### src/rtl/forward_ctrl.sv
// Forwarding and load-use hazard control for a 5-stage in-order pipeline.
// Tracks EX/MEM/WB register-usage records and drives the EX operand mux
// selects, the load-use stall, and a saturating stall-cycle counter.
module forward_ctrl #(
  parameter int REG_AW = 5,
  parameter int DATA_W = 32
) (
  input  logic              clk,
  input  logic              rst,
  input  logic              id_valid,
  input  logic [REG_AW-1:0] id_rs1,
  input  logic [REG_AW-1:0] id_rs2,
  input  logic [REG_AW-1:0] id_rd,
  input  logic              id_reg_write,
  input  logic              id_mem_read,
  input  logic              flush,
  output logic [1:0]        fwd_a_sel,
  output logic [1:0]        fwd_b_sel,
  output logic              stall,
  output logic [15:0]       stall_cnt
);

  // DATA_W only documents the mux width this block steers; reject nonsense values.
  if (DATA_W < 1 || REG_AW < 1) begin : g_bad_param
    $error("forward_ctrl: REG_AW and DATA_W must be positive");
  end

  localparam logic [1:0] SEL_RF  = 2'b00;
  localparam logic [1:0] SEL_MEM = 2'b01;
  localparam logic [1:0] SEL_WB  = 2'b10;

  typedef struct packed {
    logic              valid;
    logic [REG_AW-1:0] rs1;
    logic [REG_AW-1:0] rs2;
    logic [REG_AW-1:0] rd;
    logic              reg_write;
    logic              mem_read;
  } ex_rec_t;

  // Later stages only need to know who writes what.
  typedef struct packed {
    logic              valid;
    logic [REG_AW-1:0] rd;
    logic              reg_write;
  } wr_rec_t;

  ex_rec_t ex_r;
  wr_rec_t mem_r, wb_r;
  ex_rec_t id_rec;
  logic    hazard;

  // Stage writers that actually produce a usable (non-x0) result.
  logic mem_wr, wb_wr;
  assign mem_wr = mem_r.valid & mem_r.reg_write & (mem_r.rd != '0);
  assign wb_wr  = wb_r.valid  & wb_r.reg_write  & (wb_r.rd  != '0);

  // Load in EX whose result the ID instruction needs: hold one cycle. A flush
  // already kills the ID instruction, so it masks the hazard.
  always_comb begin
    hazard = id_valid & ~flush & ex_r.valid & ex_r.mem_read & (ex_r.rd != '0)
             & ((ex_r.rd == id_rs1) | (ex_r.rd == id_rs2));
  end

  assign stall = hazard;

  // Operand selects from registered state only; MEM wins as the newer value.
  always_comb begin
    fwd_a_sel = SEL_RF;
    fwd_b_sel = SEL_RF;
    if (ex_r.valid) begin
      if (mem_wr && mem_r.rd == ex_r.rs1)     fwd_a_sel = SEL_MEM;
      else if (wb_wr && wb_r.rd == ex_r.rs1)  fwd_a_sel = SEL_WB;
      if (mem_wr && mem_r.rd == ex_r.rs2)     fwd_b_sel = SEL_MEM;
      else if (wb_wr && wb_r.rd == ex_r.rs2)  fwd_b_sel = SEL_WB;
    end
  end

  // Record entering EX; invalid ID slots become full-zero bubbles.
  always_comb begin
    id_rec = '0;
    if (id_valid) begin
      id_rec.valid     = 1'b1;
      id_rec.rs1       = id_rs1;
      id_rec.rs2       = id_rs2;
      id_rec.rd        = id_rd;
      id_rec.reg_write = id_reg_write;
      id_rec.mem_read  = id_mem_read;
    end
  end

  // Pipeline advance: stall or flush inject a single bubble into EX.
  always_ff @(posedge clk) begin
    if (rst) begin
      ex_r  <= '0;
      mem_r <= '0;
      wb_r  <= '0;
    end else begin
      wb_r            <= mem_r;
      mem_r.valid     <= ex_r.valid;
      mem_r.rd        <= ex_r.rd;
      mem_r.reg_write <= ex_r.reg_write;
      ex_r            <= (hazard || flush) ? '0 : id_rec;
    end
  end

  // Saturating stall-cycle counter.
  always_ff @(posedge clk) begin
    if (rst)                                stall_cnt <= '0;
    else if (hazard && stall_cnt != 16'hFFFF) stall_cnt <= stall_cnt + 16'd1;
  end

endmodule

### config.mk
export PLATFORM = sky130hd
export DESIGN_NAME = forward_ctrl
export DESIGN_NICKNAME = d
export VERILOG_FILES = /design/src/rtl/forward_ctrl.sv
export SDC_FILE = /design/constraint.sdc
export NUM_CORES = 1
export LEC_CHECK = 0
export CAP_MARGIN = 20
export CORE_ASPECT_RATIO = 0.75
export CORE_MARGIN = 3
export CORE_UTILIZATION = 35
export DETAILED_ROUTE_END_ITERATION = 10
export SYNTH_ARGS = -nofsm -noshare
export SYNTH_HDL_FRONTEND = slang
export SYNTH_SLANG_ARGS = --single-unit
### constraint.sdc
create_clock -name clk -period 1.7 [get_ports clk]
set_input_delay 0.425 -clock clk [delete_from_list [all_inputs] [get_ports clk]]
set_output_delay 0.425 -clock clk [all_outputs]
set_load 0.01 [all_outputs]
==> impl_metrics.toml, run 1 <==
[outcome]
status = "finished with violations"
violations = "setup timing"

[synthesis]
synth.distinct_cells = 36
synthArstFlopShare_pct = 0
synth.avg_cell_area_um2 = 9.78
syn_nets = 246
yosys-top-cells-count = "dfxtp_1, and2_1, nor2b_1, xnor2_1, xor2_1"
synthTopCellsByArea = "dfxtp_1, and2_1, xnor2_1"
synth.largest_area_cell = "dfxtp_1"
synth_top_area_share_pct = 43.9
syn-cell-area_um2 = 2190
seq_area_frac_synth_pct = 43.9
synthFlopType = "dfxtp_1"
yosysWarnings = 0
synth.ff_latch_count = 48
yosysMostFrequentCell = "dfxtp_1"
synth_edf_count = 0
synthCells = 224

[timing]
min_period_ps = 2340
worst_slew_pin_slew_ps = 375
fin_worst_skew_ps = 4.42
rsz0062_at_grt = "yes"
layout_setup_ws_ps = -643
period_share_pct = 138
relSlewSlack_pct = 75.0
fmax_mhz = 427
slew_viol_final = 0
final_hold_viol_count = 0
setup_viol = 39

[placement]
portBuffers = 41
place_hpwl_um = 4370
gp_congestion = 0.829
dp_cells = 389

[setup_path]
rr_worst_depth = 6
critical_path_class = "reg2out"
arrival_ps = 1920
max_stage_delay_ps = 520
r2r-start = "ex_r[3]"
endpoint = "fwd_b_sel[0]"
cp_cell_sequence = "or4_4 > o211ai_1 > buf_4 > nor4_4 > and2_1 > buf_2"
startpoint = "mem_r[4]"
cp-start-kind = "register"
worst_ep_required_time_ps = 1270
cp_slowest_cell = "or4_4"
r2r_slack_ps = -360
worstReg2RegEnd = "ex_r[14]"
crit_fanout = 2
end_kind = "primary output"

[clock_network]
cts_hold_buf = 0
h-tree-depth = 2
cts_max_path_buffers = 2
clockRootBuffer = "clkbuf_8"
clk_transition_reported_paths_ps = 90
cts-buffers-inserted = 5
clock_latency_ps = 310
cts_tree = "built"
clock_sinks = 48

[drt]
drtAntennaViolNets = 0
drtPass1Iterations = 4
routed_wl_um = 7010
drt-initial-drc-count = 117
drc = 0
vias = 2089
wire_per_inst_um = 17.0
via_per_inst = 5.06

[finish]
drive_gt1_share_pct = 48.7
fin_cells = 413
antennaDiodeCount = 0
nNetsFinal = 357
fin_util_pct = 64.4
syn_to_final_growth_pct = 74.8

[pwr]
p_total_mw = 2.08
ir_drop_mv = 0.291
p_leak_nw = 1.69
power_density_nw_per_um2 = 544

[global_routing]
gr-total-overflow = 0
grt_usage_pct = 18.2
grt_pass1_wl_um = 10600
antenna_found_initial = 0
grt_max_degree = 15
grt_pass1_vias = 2154

[floorplanning]
num_rows = 24
die_w_um = 97.4
start_util_pct = 36.8
core_um2 = 5950
die_area_um2 = 7250
die_y_um = 74.5
io_pins = 42

[job]
maxCapViolCount = 0

[hold_path]
hp-class = "reg2reg"
[cell usage in the layout (no fill, tap or decap), types with 6 or more instances in the layout]
cell	synthesis	layout
or2_2	6	6
xor2_1	14	14
nor2b_1	16	16
dfxtp_2	0	19
buf_4	0	50
dlygate4sd2_1	0	21
clkdlybuf4s50_1	0	10
or4_4	0	6
dfxtp_1	48	29
nand4_1	9	9
xnor2_1	16	12
nor4_4	0	6
buf_6	1	17
and2_1	23	18
[flip-flops by register name, indices dropped and copies added (netlist names)]
signal     flops
ex_r          18
mem_r          7
stall_cnt     16
wb_r           7
[what timing repair did]
item                                    in CTS  in global routing
gates cloned                                 3                  1
setup buffers                               11                  5
endpoints found under the setup margin      51                 44
gates resized for setup                    101                 36
pin swaps                                   32                 18
[worst min path at each step]
stage / to / cells after the start / slack (ps) / from
2_1_floorplan: mem_r[0] / 1 / 410 / ex_r[1]
3_3_place_gp: mem_r[0] / 1 / 440 / ex_r[1]
3_5_place_dp: mem_r[0] / 1 / 430 / ex_r[1]
4_1_cts: mem_r[0] / 1 / 450 / ex_r[1]
5_1_grt: mem_r[0] / 1 / 460 / ex_r[1]
6_report: mem_r[0] / 1 / 450 / ex_r[1]
[per-layer routing]
metal  vias up  share of wire (%)  track usage, %
li1       1045                  -               -
met1      1002                 49            25.0
met2        36                 48            29.2
met3         6                2.3            3.00
met4         0               0.98            6.76
met5         -                  0               0
[final cells by class]
| type | count | area [um2] |
|---|---|---|
| multi-input cells | 162 | 1590 |
| well taps | 78 | 97.6 |
| clock inverters | 2 | 12.5 |
| fillers | 452 | 2120 |
| clock buffers | 5 | 68.8 |
| inverters | 5 | 18.8 |
| flip-flops and latches | 48 | 985 |
| repair buffers | 113 | 1060 |
[stage by stage]
stage / cell area (um2) / setup slack, ps / setup TNS (ps) / hold slack, ps
2_1_floorplan: 2310 / -106 / -1360 / 414
3_3_place_gp: 3190 / -812 / -23940 / 435
3_5_place_dp: 3190 / -863 / -25080 / 428
4_1_cts: 3660 / -612 / -10550 / 448
5_1_grt: 3830 / -732 / -13730 / 461
6_report: 3830 / -643 / -10900 / 450
[logic make-up (layout without fill, tap and decap cells)]
kind of cell / Yosys count / after routing / share of synthesized area (%)
simple gates: 92 / 92 / 25.8
flops: 48 / 48 / 43.9
compound gates: 36 / 37 / 13.8
xor+xnor: 30 / 30 / 12.0
buf+inv: 15 / 125 / 2.91
mux: 2 / 2 / 1.03
fa+ha+maj: 1 / 1 / 0.571
[power by group]
group	total, mW	leakage, nW	internal [mW]	switching (mW)
Clock	0.669	0.0400	0.279	0.390
Sequential	1.15	0.398	1.14	0.0137
Combinational	0.260	1.25	0.143	0.117
Total	2.08	1.69	1.56	0.521
[worst max-delay path: cells and delay by family (launching register included)]
family	cells	cell delay (ps)
buffers and inverters	2	300
AND/OR/NAND/NOR	3	740
flip-flops	1	340
AO/OA/AOI/OAI	1	230
(Power assumes the default switching activity.)
==> inputs of run 2 (changes only) <==
- ABC_AREA: unset -> 1
- CORE_MARGIN: 3 -> unset
- CORE_UTILIZATION: 35 -> 48
- PLACE_DENSITY: unset -> 0.76
==> run 2 against run 1 <==
The run still ends with setup timing left; worst setup slack better by 470 ps; highest routed layer unchanged; critical path type unchanged; final area down 6.1%; worst hold slack worse by 51 ps.
==> impl_metrics.toml, run 2 <==
[floorplanning]
die_area_um2 = 5500
io_pins = 42
start_util_pct = 50.4
num_rows = 22
die_y_um = 64.5
die_w_um = 85.3
core_um2 = 4950

[finish]
design_area_um2 = 3600
antennaDiodeCount = 0
regMostFlops = "ex_r"
reg_top3 = "ex_r x18, stall_cnt x16"
fin_cells = 527
nNetsFinal = 489
largest_reg_flops = 18
syn_to_final_growth_pct = 44.0
final_common_cell = "nand2_1"
drive_gt1_share_pct = 31.3
final_cell_mix = "nand2_1, nor2_1, inv_1, buf_4, dfxtp_1"

[drt]
drc = 0
wire_per_inst_um = 12.9
routed_wl_um = 6810
drt-initial-drc-count = 191
vias = 2659
drtPass1Iterations = 5
drtAntennaViolNets = 0
via_per_inst = 5.05

[synthesis]
yosys-top-cells-count = "nand2_1, nor2_1, inv_1"
yosysMostFrequentCell = "nand2_1"
synthCells = 372
synthFlopType = "dfxtp_1"
synthArstFlopShare_pct = 0
synth.avg_cell_area_um2 = 6.71
seq_area_frac_synth_pct = 38.5
synth.distinct_cells = 31
synthTopCellsByArea = "dfxtp_1, nand2_1, nor2_1"
synth.ff_latch_count = 48
synth.largest_area_cell = "dfxtp_1"
syn-cell-area_um2 = 2500
yosysWarnings = 0
syn_nets = 394
synth_top_area_share_pct = 38.5
synth_edf_count = 0

[timing]
fin_worst_skew_ps = 6.42
period_share_pct = 110
min_period_ps = 1870
relSlewSlack_pct = 76.9
slew_viol_final = 0
layout_setup_ws_ps = -170
whs_ps = 399
setup_viol = 5
fmax_mhz = 535
rsz0062_at_grt = "yes"
final_hold_viol_count = 0
worst_slew_pin_slew_ps = 345

[placement]
place_area_um2 = 3220
gp_congestion = 0.938
dp_cells = 503
place_hpwl_um = 4440
portBuffers = 41

[clock_network]
clock_sinks = 48
clk_transition_reported_paths_ps = 80
cts_max_path_buffers = 2
clock_latency_ps = 300
cts_tree = "built"
cts-buffers-inserted = 5
h-tree-depth = 2
clockRootBuffer = "clkbuf_8"

[setup_path]
end_kind = "primary output"
arrival_ps = 1440
cp-start-kind = "register"
cp_cell_sequence = "inv_4 > buf_6 > nand2_1 > nand4_1 > nor3_2 > nand2_2 > inv_1 > nor2_1 > buf_2"
crit_buf_inv = 4
worst_ep_required_time_ps = 1270
max_stage_delay_ps = 350
cp_slowest_cell = "dfxtp_2"
critical_path_class = "reg2out"
crit_fanout = 5
crit_family = "simple AND/OR/NAND/NOR gates"

[pwr]
power_density_nw_per_um2 = 568
ir_drop_mv = 0.338
p_leak_nw = 1.76

[job]
maxCapViolCount = 0

[outcome]
status = "finished with violations"
violations = "setup timing"

[hold_path]
hp-class = "in2reg"

[global_routing]
gr-total-overflow = 0
grt_pass1_vias = 2513
grt_pass1_wl_um = 11200
antenna_found_initial = 0
grt_max_degree = 27
grt_usage_pct = 25.6
[run 2: changes by cell type after synthesis, moves of 7 or more]
cell / delta
nand2_1: +80
nor2_1: +61
inv_1: +54
and2_1: -23
nor2b_1: -16
nand3_1: +15
nor2_2: +13
nand4_1: +9
nor4_1: -8
or4_1: -8
xnor2_1: -8
xor2_1: -8
nor3_1: +7
[run 2: repair_timing]
| action | CTS | global route |
|---|---|---|
| setup buffers | 16 | 1 |
| cloned | 1 | 2 |
| pin swaps | 22 | 18 |
| setup endpoints to repair | 44 | 44 |
| resized for setup | 70 | 39 |
| hold buffers | 0 | 0 |
| endpoints found under the hold margin | 0 | 0 |
[run 2: stage by stage]
| step | total power, mW | util (%) | setup slack (ps) | TNS [ps] |
|---|---|---|---|---|
| finish | 2.04 | 72.6 | -170 | -742 |
| global route | 2.12 | 72.6 | -277 | -1280 |
| CTS | 2.03 | 70.5 | -164 | -698 |
| detailed placement | 1.38 | 65.0 | -769 | -13510 |
| global placement | 1.37 | 65.0 | -760 | -12510 |
| floorplan | 1.28 | - | 133 | 0 |
[run 2: final cells by class]
class	count	area, um2
clock buffers	6	72.6
clock inverters	1	5.00
fillers	371	1360
inverters	64	245
multi-input cells	254	1350
flip-flops and latches	48	996
well taps	60	75.1
repair buffers	94	850
[run 2: cell families (layout without fill, tap and decap cells)]
logic type | Yosys count | in the layout | synth area share, %
AND/OR/NAND/NOR | 220 | 222 | 40.1
buffers and inverters | 72 | 165 | 12.0
flip-flops | 48 | 48 | 38.5
AO/OA/AOI/OAI | 17 | 17 | 3.96
XOR/XNOR | 14 | 14 | 4.91
adder cells (fa/ha/maj) | 1 | 1 | 0.501
[run 2: path summary, 6_finish.rpt]
check | from | slack [ps] | depth (start not counted) | to
max | mem_r[1] | -170 | 9 | fwd_b_sel[1]
max reg2reg | stall_cnt[5] | 80 | 8 | stall_cnt[13]
min | id_rs2[0] | 400 | 3 | ex_r[7]
min reg2reg | ex_r[1] | 420 | 2 | mem_r[0]
[run 2: layer usage]
layer | part of all wire [%] | wire, um | vias to the layer above | global-route usage [%]
li1 | - | - | 1347 | -
met1 | 46 | 3140 | 1219 | 34.3
met2 | 48 | 3290 | 87 | 43.1
met3 | 5.2 | 353 | 6 | 4.46
met4 | 0.51 | 35 | 0 | 6.67
met5 | 0 | 0 | - | 0
[run 2: where the power goes]
| group | leakage (nW) | internal, mW | total (mW) | switching (mW) |
|---|---|---|---|---|
| clock | 0.0410 | 0.281 | 0.651 | 0.371 |
| combinational | 1.32 | 0.126 | 0.238 | 0.112 |
| sequential | 0.401 | 1.14 | 1.15 | 0.0163 |
[run 2: worst reg2reg max path: cells and delay by family, from the launching register on]
family | cells | cell delay, ps
and+or+nand+nor | 5 | 730
DFF | 1 | 400
buffers and inverters | 2 | 290
AOI/OAI and AO/OA | 1 | 80
==> inputs of run 3 (changes only) <==
==> constraint.sdc (replaced) <==
create_clock -name clk -period 1.7 [get_ports clk]
set_input_delay 0.255 -clock clk [delete_from_list [all_inputs] [get_ports clk]]
set_output_delay 0.255 -clock clk [all_outputs]
set_load 0.01 [all_outputs]
==> run 3 against run 2 <==
The run still ends with setup timing left; combinational power decreased by 12%; non-clock buffer count decreased by 9; fmax increased by 4.6%; clock-buffer cell count unchanged; worst hold slack got worse by 140 ps; flip-flop and latch count unchanged; register-to-register slack improved by 50 ps; sequential power about the same; critical endpoint is now fwd_b_sel[0]; largest cell class unchanged.
==> impl_metrics.toml, run 3 (synthesized netlist as in run 2, its figures left out) <==
[outcome]
status = "finished with violations"
violations = "setup timing"

[finish]
final_cell_mix = "nand2_1, nor2_1, inv_1, buf_4, dfxtp_1"
final_common_cell = "nand2_1"
syn_to_final_growth_pct = 39.4
drive_gt1_share_pct = 27.7
antennaDiodeCount = 0
fill_cells = 403
design_area_um2 = 3480
nNetsFinal = 479
regMostFlops = "ex_r"
largest_reg_flops = 18
fin_util_pct = 70.3
reg_top3 = "ex_r x18, stall_cnt x16"

[clock_network]
cts_max_path_buffers = 2
cts_hold_buf = 0
cts-buffers-inserted = 5
clk_transition_reported_paths_ps = 80
h-tree-depth = 2
clock_latency_ps = 310
clock_sinks = 48
clockRootBuffer = "clkbuf_8"
cts_tree = "built"

[global_routing]
grt_pass1_wl_um = 10300
grt_pass1_vias = 2298
grt_usage_pct = 23.6
antenna_found_initial = 0
grt_max_degree = 27
gr-total-overflow = 0

[drt]
wire_per_inst_um = 12.4
drc = 0
vias = 2586
drtAntennaViolNets = 0
via_per_inst = 4.99
drtPass1Iterations = 5
routed_wl_um = 6410
drt-initial-drc-count = 243

[floorplanning]
core_um2 = 4950
die_w_um = 85.3
die_y_um = 64.5
start_util_pct = 50.4
io_pins = 42
num_rows = 22
die_area_um2 = 5500

[setup_path]
critical_path_class = "reg2out"
crit_fanout = 3
end_kind = "primary output"
arrival_ps = 1530
worst_ep_required_time_ps = 1440
cp-start-kind = "register"

[placement]
place_area_um2 = 3230
gp_congestion = 0.932
portBuffers = 41
place_hpwl_um = 4480
place_ws_ps = -439

[timing]
rsz0062_at_grt = "yes"
setup-tns-final_ps = -196
final_hold_viol_count = 0
worst_slew_pin_slew_ps = 321
whs_ps = 254
period_share_pct = 105
relSlewSlack_pct = 78.5
slew_viol_final = 0
min_period_ps = 1790
fmax_mhz = 560
fin_worst_skew_ps = 10.3
setup_viol = 4
layout_setup_ws_ps = -87.0

[hold_path]
hp-class = "in2reg"

[pwr]
ir_drop_mv = 0.409
power_density_nw_per_um2 = 596
p_leak_nw = 1.70

[job]
maxCapViolCount = 0
==> run 3: changes by cell type in the layout (fill, tap and decap cells not counted), moves of 3 or more <==
| cell | before | now |
|---|---|---|
| dlygate4sd2_1 | 11 | 1 |
| dfxtp_1 | 24 | 32 |
| nand2_1 | 81 | 84 |
| clkdlybuf4s50_1 | 19 | 29 |
| buf_6 | 6 | 1 |
| clkdlybuf4s15_1 | 3 | 0 |
| dlymetal6s2s_1 | 2 | 6 |
| nand2_2 | 6 | 3 |
| dfxtp_2 | 22 | 13 |
==> run 3: worst max-delay path, stage by stage, from the launching register on <==
cell and delay, ps:
dfxtp_2 350, buf_4 140, xnor2_2 130, nand2_1 80, nor3_2 190, nand2_2 100
nor2_1 110, buf_2 130
==> run 3: path summary, 6_finish.rpt <==
check / start / to / slack (ps) / cells after the start
min reg2reg: mem_r[0] / wb_r[0] / 430 / 2
max reg2reg: ex_r[4] / stall_cnt[1] / 130 / 10
max: mem_r[4] / fwd_b_sel[0] / -90 / 7
min: id_rs2[3] / ex_r[10] / 250 / 3
==> run 3: layout make-up <==
type	instances	area (um2)	share of cell area, %
Clock buffer	6	82.6	2.37
Clock inverter	2	10.0	0.287
Inverter	64	243	6.97
Multi-Input combinational cell	253	1340	38.4
Sequential cell	48	988	28.4
Tap cell	60	75.1	2.16
Timing Repair Buffer	85	746	21.4
==> run 3: what timing repair did <==
action / 4_1_cts / 5_1_grt
pin swaps: 8 / 20
setup endpoints to repair: 5 / 24
resized for setup: 39 / 35
buffers inserted: 1 / 4
cloned: 0 / 1
==> run 3: through the flow <==
step                instances  power, mW
detailed placement        504       1.37
CTS                       513       2.08
global route              518       2.15
finish                    518       2.08
floorplan                 372       1.28
global placement          504       1.37
==> run 3: routing by layer <==
metal	GRT usage, %	vias up	part of all wire (%)
li1	-	1316	-
met2	37.8	79	46
met4	6.88	0	2.0
met3	4.20	15	5.4
met5	0	-	0
met1	32.8	1176	47
==> run 3: power breakdown <==
group          leakage, nW  total, mW  switching [mW]  internal (mW)
clock network       0.0510      0.713           0.388          0.325
logic                 1.25      0.209           0.103          0.106
registers            0.397       1.15          0.0169           1.14
